--- src/rtl/hex_display_scanner.sv ---
// hex_display_scanner
//   Multiplexed NUM_DIGITS x hex-to-7-segment driver. A packed value plus
//   per-digit decimal points is captured into a shadow register by LOAD and
//   copied to the display register only at a frame boundary, so a frame is
//   never drawn from two different values. Each digit slot lasts SCAN_DIV
//   cycles; the first BLANK_CYCLES of every slot keep all digits off to
//   suppress ghosting while the segment bus settles.
//
//   Optional build macro HEXDISP_LZB_EN: leading-zero blanking. Digits above
//   the most significant nonzero nibble show all segments off (digit 0 is
//   never blanked). The DP of a blanked digit is still driven.
//
// Ports
//   CLOCK_50  in   system clock
//   RESET     in   asynchronous active-high reset
//   LOAD      in   one-cycle strobe capturing VALUE / DP_IN into the shadow
//   VALUE     in   packed nibbles, VALUE[3:0] is digit 0 (rightmost)
//   DP_IN     in   decimal point per digit
//   ENABLE    in   0 turns every digit off; scanning keeps running
//   SEG       out  segments {g,f,e,d,c,b,a}, registered
//   DP        out  decimal point of the current digit, registered
//   DIG_SEL   out  one-hot digit enable, registered
//   UPDATED   out  one-cycle pulse after a pending load reaches the display
module hex_display_scanner #(
  parameter int NUM_DIGITS     = 4,
  parameter int SCAN_DIV       = 50000,
  parameter int BLANK_CYCLES   = 500,
  parameter int SEG_ACTIVE_LOW = 0,
  parameter int DIG_ACTIVE_LOW = 0
) (
  input  logic                    CLOCK_50,
  input  logic                    RESET,
  input  logic                    LOAD,
  input  logic [4*NUM_DIGITS-1:0] VALUE,
  input  logic [NUM_DIGITS-1:0]   DP_IN,
  input  logic                    ENABLE,
  output logic [6:0]              SEG,
  output logic                    DP,
  output logic [NUM_DIGITS-1:0]   DIG_SEL,
  output logic                    UPDATED
);

  localparam int CNT_W = $clog2(SCAN_DIV);
  localparam int IDX_W = (NUM_DIGITS > 1) ? $clog2(NUM_DIGITS) : 1;

  localparam logic [CNT_W-1:0] CNT_LAST  = CNT_W'(SCAN_DIV - 1);
  localparam logic [CNT_W-1:0] CNT_BLANK = CNT_W'(BLANK_CYCLES);
  localparam logic [IDX_W-1:0] IDX_LAST  = IDX_W'(NUM_DIGITS - 1);

  // XOR masks applied at the output flops; also the reset ("inactive") levels.
  localparam logic [6:0]            SEG_INV = (SEG_ACTIVE_LOW != 0) ? 7'h7F : 7'h00;
  localparam logic                  DP_INV  = (SEG_ACTIVE_LOW != 0);
  localparam logic [NUM_DIGITS-1:0] DIG_INV = (DIG_ACTIVE_LOW != 0) ? {NUM_DIGITS{1'b1}}
                                                                    : {NUM_DIGITS{1'b0}};

  logic [CNT_W-1:0]        cnt;
  logic [IDX_W-1:0]        idx;
  logic [4*NUM_DIGITS-1:0] disp_val;
  logic [NUM_DIGITS-1:0]   disp_dp;
  logic [4*NUM_DIGITS-1:0] shadow_val;
  logic [NUM_DIGITS-1:0]   shadow_dp;
  logic                    pending;
  logic                    frame_end;

  logic [3:0]              cur_nib;
  logic                    cur_dp;
  logic                    lz_blank;
  logic [6:0]              seg_raw;
  logic [NUM_DIGITS-1:0]   dig_raw;

  function automatic logic [6:0] seg_decode(input logic [3:0] nib);
    logic [6:0] s;
    case (nib)
      4'h0: s = 7'h3F;
      4'h1: s = 7'h06;
      4'h2: s = 7'h5B;
      4'h3: s = 7'h4F;
      4'h4: s = 7'h66;
      4'h5: s = 7'h6D;
      4'h6: s = 7'h7D;
      4'h7: s = 7'h07;
      4'h8: s = 7'h7F;
      4'h9: s = 7'h6F;
      4'hA: s = 7'h77;
      4'hB: s = 7'h7C;
      4'hC: s = 7'h39;
      4'hD: s = 7'h5E;
      4'hE: s = 7'h79;
      default: s = 7'h71;
    endcase
    return s;
  endfunction

  assign frame_end = (cnt == CNT_LAST) && (idx == IDX_LAST);

  // Scan position: cnt counts cycles inside a slot, idx selects the digit.
  always_ff @(posedge CLOCK_50 or posedge RESET) begin
    if (RESET) begin
      cnt <= '0;
      idx <= '0;
    end else if (cnt == CNT_LAST) begin
      cnt <= '0;
      if (idx == IDX_LAST) idx <= '0;
      else                 idx <= idx + 1'b1;
    end else begin
      cnt <= cnt + 1'b1;
    end
  end

  // Shadow/display handoff. A LOAD on the boundary cycle lands in the shadow
  // after the old shadow has been copied out, so it stays pending one frame.
  always_ff @(posedge CLOCK_50 or posedge RESET) begin
    if (RESET) begin
      disp_val   <= '0;
      disp_dp    <= '0;
      shadow_val <= '0;
      shadow_dp  <= '0;
      pending    <= 1'b0;
      UPDATED    <= 1'b0;
    end else begin
      UPDATED <= frame_end && pending;
      if (frame_end && pending) begin
        disp_val <= shadow_val;
        disp_dp  <= shadow_dp;
      end
      if (LOAD) begin
        shadow_val <= VALUE;
        shadow_dp  <= DP_IN;
        pending    <= 1'b1;
      end else if (frame_end) begin
        pending <= 1'b0;
      end
    end
  end

  always_comb begin
    cur_nib = 4'h0;
    cur_dp  = 1'b0;
    dig_raw = '0;
    for (int i = 0; i < NUM_DIGITS; i++) begin
      if (idx == IDX_W'(i)) begin
        cur_nib = disp_val[4*i +: 4];
        cur_dp  = disp_dp[i];
      end
      dig_raw[i] = ENABLE && (cnt >= CNT_BLANK) && (idx == IDX_W'(i));
    end
  end

`ifdef HEXDISP_LZB_EN
  logic [IDX_W-1:0] msd;

  // msd stays 0 for an all-zero value, which keeps digit 0 showing "0".
  always_comb begin
    msd = '0;
    for (int i = 0; i < NUM_DIGITS; i++) begin
      if (disp_val[4*i +: 4] != 4'h0) msd = IDX_W'(i);
    end
    lz_blank = (idx > msd);
  end
`else
  assign lz_blank = 1'b0;
`endif

  assign seg_raw = lz_blank ? 7'h00 : seg_decode(cur_nib);

  always_ff @(posedge CLOCK_50 or posedge RESET) begin
    if (RESET) begin
      SEG     <= SEG_INV;
      DP      <= DP_INV;
      DIG_SEL <= DIG_INV;
    end else begin
      SEG     <= seg_raw ^ SEG_INV;
      DP      <= cur_dp ^ DP_INV;
      DIG_SEL <= dig_raw ^ DIG_INV;
    end
  end

endmodule

--- config.mk ---
export PLATFORM = sky130hd
export DESIGN_NAME = hex_display_scanner
export DESIGN_NICKNAME = d
export VERILOG_FILES = /design/src/rtl/hex_display_scanner.sv
export SDC_FILE = /design/constraint.sdc
export NUM_CORES = 1
export LEC_CHECK = 0
export CORE_ASPECT_RATIO = 1.1
export CORE_MARGIN = 5
export CORE_UTILIZATION = 50
export DETAILED_ROUTE_END_ITERATION = 7
export GPL_ROUTABILITY_DRIVEN = 0
export PLACE_DENSITY = 0.75
export REMOVE_ABC_BUFFERS = 1
export SLEW_MARGIN = 40
export SYNTH_ARGS = -nofsm -noshare
export SYNTH_HDL_FRONTEND = slang
export SYNTH_SLANG_ARGS = --single-unit
--- constraint.sdc ---
create_clock -name CLOCK_50 -period 2.1 [get_ports CLOCK_50]
set_input_delay 0.42 -clock CLOCK_50 [delete_from_list [all_inputs] [get_ports CLOCK_50]]
set_output_delay 0.42 -clock CLOCK_50 [all_outputs]
set_load 0.005 [all_outputs]
# Word level (Yosys, flattened, before mapping)
# Memories as Yosys holds them, arrays and structs flattened. A register that Yosys moved wholly into a read port is not among the register bits.
# Cells that the tools add are included.
[totals]
input_bits = 24
out_inout_bits = 13
mem_count = 1
word_cells = 39
register_bits = 65
romBits = 112
[classes]
reduce_logical = 9
n_mux = 12
n_addsub = 2
order_cmp = 1
n_eq_ne = 4
[memory_table]
columns = ["name", "words", "width", "read_ports", "rd_ports_with_merged_regs", "write_ports", "line_no", "text"]
rows = [
  ["(name not given)", 16, 7, 1, 1, 0, "73", "case (nib)"],
]
[ops]
columns = ["cell", "count"]
rows = [
  ["adder 16 x 1 -> 16 bit, second input constant", 1],
  ["== test 16 bit, second input constant", 1],
  ["greater-or-equal comparator 16 x 9 -> 1 bit, second input constant", 1],
  ["two-way mux 16 bit", 1],
  ["two-way mux 4 bit", 4],
  ["logical AND 1 bit", 7],
  ["two-way mux 1 bit", 6],
  ["== test 2 bit, second input constant", 2],
  ["adder 2 x 1 -> 2 bit, second input constant", 1],
  ["== test 2 x 1 -> 1 bit, second input constant", 1],
  ["logical NOT 2 bit", 1],
  ["two-way mux 2 bit", 1],
  ["nonzero test 2 bit", 1],
]

# Longest topological paths before layout
# Gate-level depths: netlist of run 1.
[depth]
word_depth = 5
depth_mapped = 10
depth_no_buf = 9

# Worst setup path after synthesis of run 1
# Ideal clock, no wire load.
[synth_path]
path_type = "register to register"
from = "register idx[0]"
to = "register SEG[6]"
t_arrival_ps = 2164
slack_ps = -151
stages_incl_launch_ff = 10
required_time_ps = 2013
path_buffers = 2
path_cell_list = "dfrtp_1 -> ha_1 -> clkbuf_1 -> buf_2 -> nor2b_1 -> a211oi_2 -> inv_1 -> ha_1 -> mux2_2 -> a22oi_1"
[synth_between]
elab_chain_len = 5
word_cells_on_any_way = 8
classes_between = "eq/ne: 3; mux: 4; reduce/logical: 1"
[synth_lines]
columns = ["item", "line_no", "text"]
rows = [
  ["start, declared", "57", "logic [IDX_W-1:0] idx;"],
  ["start signal, assigned", "104", "else idx <= idx + 1'b1;"],
  ["logical NOT 2 bit", "141", "if (idx == IDX_W'(i)) begin"],
  ["two-way mux 4 bit (3 in a row)", "141", ""],
  ["two-way mux 4 bit (*)", "141", ""],
  ["end, declared", "37", "output logic [6:0] SEG,"],
]
# Every way passes the cells marked *; elsewhere a longest branch is shown, timed or not.
# A chain may end at the register's enable or synchronous reset.

# Worst setup path in the final report of run 1
[layout_path]
from = "register idx[1]"
to = "register SEG[5]"
# Same word-level chain as after synthesis.

==> results of run 1 <==
==> layer usage <==
metal / wire length, µm / GRT usage
met5: 0 / 0
met4: 106 / 0.0665
met3: 300 / 0.0458
met2: 2970 / 0.251
met1: 2670 / 0.200
==> power by group <==
part	switching, mW	total [mW]	leakage, nW	internal (mW)
combinational	0.0478	0.124	0.796	0.0764
clock	0.507	1.17	0.110	0.665
sequential	0.0203	1.44	0.908	1.42
==> sequential cells by signal, indices dropped and copies added, names as in the netlist <==
name,count
disp_val,16
DP,1
idx,2
DIG_SEL,4
cnt,16
UPDATED,1
disp_dp,4
shadow_dp,4
shadow_val,16
SEG,7
pending,1
==> cell usage after synthesis, types with 2 or more instances <==
cell        n
a211oi_1    4
a211oi_2    2
a21oi_1     7
a2bb2oi_1   2
and3_1      4
buf_2       5
buf_4       2
clkbuf_1    4
dfrtp_1    72
ha_1       13
inv_1      13
mux2_1     20
mux2_2     23
mux2i_1     4
nand2_1    14
nand3_1     4
nand3b_1    4
nand4_1     4
nor2_1      9
nor2b_1     5
nor3_1      7
nor3b_1     5
nor4_1      4
o21ai_0     7
or3_1       2
xnor2_1     7
xor2_1      6
==> cell families (layout without fill, tap and decap cells) <==
group           Yosys count  after routing  synth area share
flops                    72             72             0.542
compound gates           28             28            0.0595
xor+xnor                 13             13            0.0343
simple gates             68             68             0.117
buf+inv                  27             81            0.0407
fa+ha+maj                13             13            0.0489
mux                      47             47             0.158
==> how the worst max path moves through the flow <==
stage / to / start / cells past startpoint / slack, ns
floorplan: DIG_SEL[0] / RESET / 1 / -0.14
global placement: SEG[5] / idx[0] / 9 / 0.05
detailed placement: SEG[5] / idx[1] / 9 / -0.07
CTS: SEG[5] / idx[1] / 9 / 0.008
global route: SEG[5] / idx[1] / 8 / -0.006
finish: SEG[5] / idx[1] / 8 / 0.10
==> stage by stage <==
stage	cells	total power, mW
finish	404	2.74
global route	404	2.84
CTS	399	2.76
detailed placement	383	1.60
global placement	383	1.59
floorplan	254	1.52
==> what timing repair did <==
| item | CTS | global route |
|---|---|---|
| resized for setup | 2 | 17 |
| pin swaps | 0 | 2 |
| setup endpoints to repair | 4 | 25 |
| setup buffers | 0 | 5 |
==> worst reg2reg max path: stages (launching register included) <==
cell      delay [ns]
dfrtp_1         0.43
inv_2           0.10
ha_4            0.19
a211oi_1        0.29
a211oi_2        0.12
buf_4           0.17
ha_1            0.23
mux2_2          0.27
a21oi_1         0.14
==> layout make-up <==
class	count	area share
inverters	13	0.0125
multi-input cells	169	0.351
well taps	82	0.0249
flip-flops and latches	72	0.438
clock inverters	6	0.0204
clock buffers	10	0.0310
repair buffers	52	0.123
==> out/qor.yml, run 1 <==
grt:
  grt_max_degree: 73
  grt_pass1_vias: 2166
  grt.overflow.total: 0
  grt_usage: 0.158
  antenna_found_initial: 0
  grt_first_pass_wirelength_mm: 10.1
finish:
  fin_util: 0.632
  design_area_um2: 4120
  fin_nets: 354
  drive_above_1_share: 0.224
  syn2layout_area_growth_pct: 23.9
  antenna_cells: 0
  layout_common_cells: "dfrtp_1 (71), clkdlybuf4s50_1 (36), mux2_2 (23)"
  fill_cells: 517
  final_common_cell: "dfrtp_1"
  regArea_um2: 1800
  multi_input_area_um2: 1450
setup_path:
  crit_buf_inv: 2
  arrival_ns: 2.27
  slowest_delay_ns: 0.43
  start_kind: "flop"
  crit_chain: "inv_2 -> ha_4 -> a211oi_1 -> a211oi_2 -> buf_4 -> ha_1 -> mux2_2 -> a21oi_1"
  slowest_stage: "dfrtp_1"
  ff2ff_setup_slack_ns: 0.10
  reg2reg_depth: 8
  reg2reg_to: "SEG[5]"
  crit_family: "compound AO/OA/AOI/OAI gates"
  required_ns: 2.37
  endpoint_kind: "flop"
  worstReg2RegStart: "idx[1]"
  path_class: "flop to flop"
  cp_max_fo: 7
clocking:
  cts_buffers: 9
  clk_latency_ns: 0.35
  cts_hold_buffers: 0
  clock_sinks: 72
  cts_buffer_depth: 2
  htreeDepth: 3
  cts_tree: "done"
  cts-root-buf: "clkbuf_8"
  clk_pin_slew_worst_paths_ns: 0.08
status:
  run_status: "finished clean"
floorplanning:
  die_w_um: 87.7
  io_pins: 37
  start_util: 0.510
  core_um2: 6520
  rows: 31
  die_area_um2: 8380
  die_h_um: 95.5
sta:
  tns_ns: 0
  max_clock_freq_mhz: 501
  finalSetupViolCount: 0
  hold_ws_ns: 0.459
  fin_crit_ns: 2.00
  finalHoldViolCount: 0
  slew_headroom: 0.749
  clock_skew_ns: 0.00680
  fin_crit_sh: 0.951
  worstMarginPinSlew_ns: 0.376
  setup_slack_ns: 0.103
  drv_slew: 0
detailed_routing:
  drcViolationCount: 0
  vias: 2158
  viasPerCell: 5.34
  drt_wl_total_mm: 6.05
  ant_nets: 0
  firstDrtPassIters: 4
  wire_per_inst_um: 15.0
  dr.first_iter.drc_count: 104
place:
  pre_cts_slack_ns: -0.0673
  hpwl_mm: 4.10
  post_dp_cell_area_um2: 3810
  io_buffer_count: 36
yosys:
  yosysWarningCount: 0
  yosysTopAreaCellShare: 0.542
  yosys-top-cells-area: "dfrtp_1 (54%), mux2_2 (7.8%), mux2_1 (6.8%), ha_1 (4.9%), xnor2_1 (1.8%)"
  synth_cell_types: 42
  postSynthRegisterBits: 72
  synthFlopType: "dfrtp_1"
  avgSynthCellArea_um2: 12.4
  synth_top_area_cell: "dfrtp_1"
  synth-edff-count: 0
  syn_inst: 268
  yosysSeqAreaShare: 0.542
  netlist_area_um2: 3320
  synthArstFlopShare: 1.00
pwr:
  leakagePower_nw: 1.81
  ir_drop_mv: 0.412
  p_per_area_nw_per_um2: 665
min_path:
  hold_class: "input pin to asynchronous set/reset pin"
job:
  max-cap-violations: 0
No activity file was read; power rests on OpenSTA's default activity.
==> run 2, diff against run 1 <==
--- a/config.mk
+++ b/config.mk
@@ -6,7 +6,6 @@
 export NUM_CORES = 1
 export LEC_CHECK = 0
 export CORE_ASPECT_RATIO = 1.1
-export CORE_MARGIN = 5
 export CORE_UTILIZATION = 50
 export DETAILED_ROUTE_END_ITERATION = 7
 export GPL_ROUTABILITY_DRIVEN = 0
==> out/qor.yml, run 2 (synthesis results as in run 1) <==
finish:
  top_regs: "cnt: 16 flops, disp_val: 16 flops, shadow_val: 16 flops"
  regArea_um2: 1800
  final_common_cell: "dfrtp_1"
  antenna_cells: 0
  fill_cells: 515
  stdcell_count: 397
  fin_util: 0.650
  layout_common_cells: "dfrtp_1 (70), clkdlybuf4s50_1 (36), mux2_2 (23)"
  fin_nets: 349
  drive_above_1_share: 0.215
  multi_input_area_um2: 1450
  syn2layout_area_growth_pct: 23.3
  design_area_um2: 4100
job:
  max-cap-violations: 0
setup_path:
  worstSetupStartpoint: "idx[1]"
  ff2ff_setup_slack_ns: 0.11
  start_kind: "flop"
  arrival_ns: 2.27
  reg2reg_to: "SEG[5]"
  path_class: "flop to flop"
  cp_max_fo: 11
  endpoint_kind: "flop"
  required_ns: 2.37
  reg2reg_depth: 9
  worstReg2RegStart: "idx[1]"
grt:
  grt_max_degree: 73
  grt_usage: 0.190
  grt_first_pass_wirelength_mm: 10.0
  grt_pass1_vias: 2110
  grt.overflow.total: 0
  antenna_found_initial: 0
sta:
  hold_ws_ns: 0.459
  slew_headroom: 0.738
  worstMarginPinSlew_ns: 0.393
  finalHoldViolCount: 0
  tns_ns: 0
  clock_skew_ns: 0.00937
  fin_crit_ns: 1.99
  max_clock_freq_mhz: 501
  setup_slack_ns: 0.106
  finalSetupViolCount: 0
  drv_slew: 0
  fin_crit_sh: 0.950
place:
  pre_cts_slack_ns: -0.0502
  hpwl_mm: 3.96
  io_buffer_count: 36
  post_dp_cell_area_um2: 3800
  placedCellCount: 380
pwr:
  ir_drop_mv: 0.608
  total_power_mw: 2.80
  p_per_area_nw_per_um2: 682
  leakagePower_nw: 1.78
detailed_routing:
  wire_per_inst_um: 14.6
  viasPerCell: 5.35
  firstDrtPassIters: 4
  drcViolationCount: 0
  ant_nets: 0
  dr.first_iter.drc_count: 74
  drt_wl_total_mm: 5.82
  vias: 2123
status:
  run_status: "finished clean"
clocking:
  cts-root-buf: "clkbuf_8"
  clk_latency_ns: 0.35
  cts_buffer_depth: 2
  cts_buffers: 9
  clock_sinks: 72
  clk_pin_slew_worst_paths_ns: 0.08
  htreeDepth: 3
  cts_tree: "done"
floorplanning:
  die_area_um2: 6980
  die_h_um: 87.5
  rows: 30
  die_w_um: 79.7
  io_pins: 37
  core_um2: 6310
  start_util: 0.527
min_path:
  hold_class: "input pin to asynchronous set/reset pin"
run 2: cell types whose count changed in the layout (fill, tap and decap cells not counted), sizes merged:
cell / change
clkinv: -2
buf: -3
inv: +2
clkbuf: -3
clkinvlp: +1
run 2: worst max-delay path by stage:
stage               cells past startpoint  slack [ns]         end
floorplan                               1       -0.14  DIG_SEL[0]
global placement                        9        0.07      SEG[0]
detailed placement                      9       -0.05      SEG[5]
CTS                                     7        0.03      SEG[5]
global route                            8       -0.02      SEG[3]
finish                                  9        0.11      SEG[5]
run 2: cell type report:
cell class / count / share of cell area
Sequential cell: 72 / 0.440
Multi-Input combinational cell: 169 / 0.354
Timing Repair Buffer: 47 / 0.114
Clock buffer: 9 / 0.0302
Clock inverter: 7 / 0.0250
Tap cell: 80 / 0.0244
Inverter: 13 / 0.0119
run 2: power by group:
group          switching [mW]  leakage (nW)  internal [mW]
combinational          0.0475         0.767         0.0764
clock                   0.547         0.110          0.681
sequential             0.0206         0.906           1.42
run 2: repair_timing:
item,in CTS,in global routing
pin swaps,1,0
setup buffers,1,0
endpoints found under the setup margin,4,26
gates resized for setup,3,12
hold buffers,0,0
run 2: routing by layer:
| layer | vias to the layer above | global-route usage | share of wire |
|---|---|---|---|
| li1 | 1026 | - | - |
| met2 | 43 | 0.283 | 0.47 |
| met3 | 13 | 0.0346 | 0.034 |
| met4 | 0 | 0.101 | 0.020 |
| met1 | 1041 | 0.267 | 0.47 |
| met5 | - | 0 | 0 |
run 2: worst max-delay path: stages (launching register included):
cell and delay (ns):
dfrtp_2 0.44, inv_2 0.09, ha_4 0.20, a21oi_1 0.13, o21ai_0 0.09, a22o_1 0.22, buf_4 0.15, ha_1 0.20
mux2_2 0.26, a21oi_1 0.14
==> run 3, diff against run 2 <==
--- a/config.mk
+++ b/config.mk
@@ -5,11 +5,14 @@
 export SDC_FILE = /design/constraint.sdc
 export NUM_CORES = 1
 export LEC_CHECK = 0
+export CELL_PAD_IN_SITES_DETAIL_PLACEMENT = 0
+export CELL_PAD_IN_SITES_GLOBAL_PLACEMENT = 1
 export CORE_ASPECT_RATIO = 1.1
-export CORE_UTILIZATION = 50
+export CORE_UTILIZATION = 41
 export DETAILED_ROUTE_END_ITERATION = 7
 export GPL_ROUTABILITY_DRIVEN = 0
-export PLACE_DENSITY = 0.75
+export HOLD_SLACK_MARGIN = 0.06
+export PLACE_DENSITY_LB_ADDON = 0.1
 export REMOVE_ABC_BUFFERS = 1
 export SLEW_MARGIN = 40
 export SYNTH_ARGS = -nofsm -noshare
==> out/qor.yml, run 3 (synthesis results as in run 1) <==
sta:
  max_clock_freq_mhz: 485
  clock_skew_ns: 0.0113
  drv_slew: 0
  rsz0062_at_grt: "yes"
  slew_headroom: 0.737
  fin_crit_ns: 2.06
  hold_ws_ns: 0.477
  finalSetupViolCount: 0
  finalHoldViolCount: 0
  worstMarginPinSlew_ns: 0.393
  fin_crit_sh: 0.981
clocking:
  cts_buffers: 9
  cts_tree: "done"
  cts-root-buf: "clkbuf_8"
  htreeDepth: 3
  clk_pin_slew_worst_paths_ns: 0.08
  cts_hold_buffers: 0
  clock_sinks: 72
  cts_buffer_depth: 2
  clk_latency_ns: 0.34
setup_path:
  cp_max_fo: 6
  worstSetupStartpoint: "idx[0]"
  path_class: "flop to flop"
  slowest_stage: "dfrtp_2"
  arrival_ns: 2.30
  slowest_delay_ns: 0.46
  worstReg2RegStart: "idx[0]"
  endpoint_kind: "flop"
  start_kind: "flop"
  required_ns: 2.34
  worst_path_most_repeated_cell: "buf_6"
  crit_chain: "buf_6 -> ha_4 -> buf_4 -> nor3b_4 -> a211oi_2 -> clkbuf_16 -> buf_8 -> buf_6 -> xnor2_2 -> a221oi_2"
grt:
  grtUsageMet2: 0.245
  grt_pass1_vias: 2075
  met1_usage: 0.204
  grt_usage: 0.156
  grt_max_degree: 73
  antenna_found_initial: 0
  met3_usage: 0.0323
  grt_first_pass_wirelength_mm: 9.95
  grt.overflow.total: 0
  top_usage_layer: "met2"
detailed_routing:
  ant_nets: 0
  wire_per_inst_um: 14.4
  vias: 2225
  dr.first_iter.drc_count: 52
  viasPerCell: 4.94
  firstDrtPassIters: 4
  drcViolationCount: 0
  drt_wl_total_mm: 6.47
floorplanning:
  core_um2: 7870
  die_w_um: 87.8
  io_pins: 37
  die_h_um: 96.4
  rows: 34
  start_util: 0.422
  die_area_um2: 8470
job:
  max-cap-violations: 0
pwr:
  ir_drop_mv: 0.360
  p_per_area_nw_per_um2: 580
  leakagePower_nw: 1.91
  total_power_mw: 2.53
finish:
  fin_nets: 374
  antenna_cells: 0
  syn2layout_area_growth_pct: 31.3
  top_regs: "cnt: 16 flops, disp_val: 16 flops, shadow_val: 16 flops"
  layout_common_cells: "dfrtp_1 (70), clkdlybuf4s50_1 (36), buf_4 (24)"
  final_common_cell: "dfrtp_1"
  drive_above_1_share: 0.298
place:
  hpwl_mm: 3.99
  io_buffer_count: 36
status:
  run_status: "finished clean"
min_path:
  hold_class: "input pin to asynchronous set/reset pin"
## run 3: changes by cell type in the layout (fill, tap and decap cells not counted), sizes merged
cell	before	now
buf	11	34
bufinv	2	0
clkbuf	9	11
clkinv	2	4
and2b	1	2
inv	15	14
## run 3: worst max-delay path: cells and delay by family (launching register included)
family | cells | cell delay (ns)
buf+inv | 5 | 0.70
compound gates | 2 | 0.31
fa+ha+maj | 1 | 0.17
simple gates | 1 | 0.21
flops | 1 | 0.46
xor+xnor | 1 | 0.12
## run 3: path summary, 6_finish.rpt
| check | end | slack [ns] | cells past startpoint |
|---|---|---|---|
| max in group asynchronous | idx[1] | 1.33 | 3 |
| worst min-delay path | disp_val[10] | 0.48 | 3 |
| worst min register to register | disp_dp[0] | 0.49 | 1 |
| min in group CLOCK_50 | disp_dp[0] | 0.49 | 1 |
| worst max-delay path | SEG[0] | 0.04 | 10 |
| worst max register to register | SEG[0] | 0.04 | 10 |
## run 3: through the flow
stage                     utilization  setup WS, ns  instances  setup TNS [ns]  instance area (µm²)
after floorplan                     -        -0.145        254          -10.73                 3240
after global placement          0.492        0.0442        413               0                 3870
after detailed placement        0.492       -0.0224        413         -0.0253                 3870
after CTS                       0.515        0.0125        430               0                 4050
after global routing            0.555       -0.0447        450          -0.151                 4360
final                           0.555        0.0389        450               0                 4360
## run 3: power by group
part | switching (mW) | internal [mW]
Sequential | 0.0190 | 1.42
Clock | 0.531 | 0.433
Combinational | 0.0485 | 0.0764
Total | 0.598 | 1.93
## run 3: final cells by class
class | instances | area (µm²)
well taps | 108 | 135
multi-input cells | 170 | 1510
flip-flops and latches | 72 | 1800
fillers | 682 | 3510
repair buffers | 71 | 691
clock buffers | 10 | 128
clock inverters | 6 | 43.8
inverters | 13 | 53.8
## run 3: timing repair
item / CTS / global route
pin swaps: 1 / 7
resized for setup: 2 / 46
setup endpoints to repair: 4 / 26
gates cloned: 0 / 1
setup buffers: 1 / 19
## run 3: metal layers
metal	wire [µm]	vias to the layer above
met4	136	0
met3	184	10
li1	-	1075
met1	2980	1111
met2	3170	29
met5	0	-
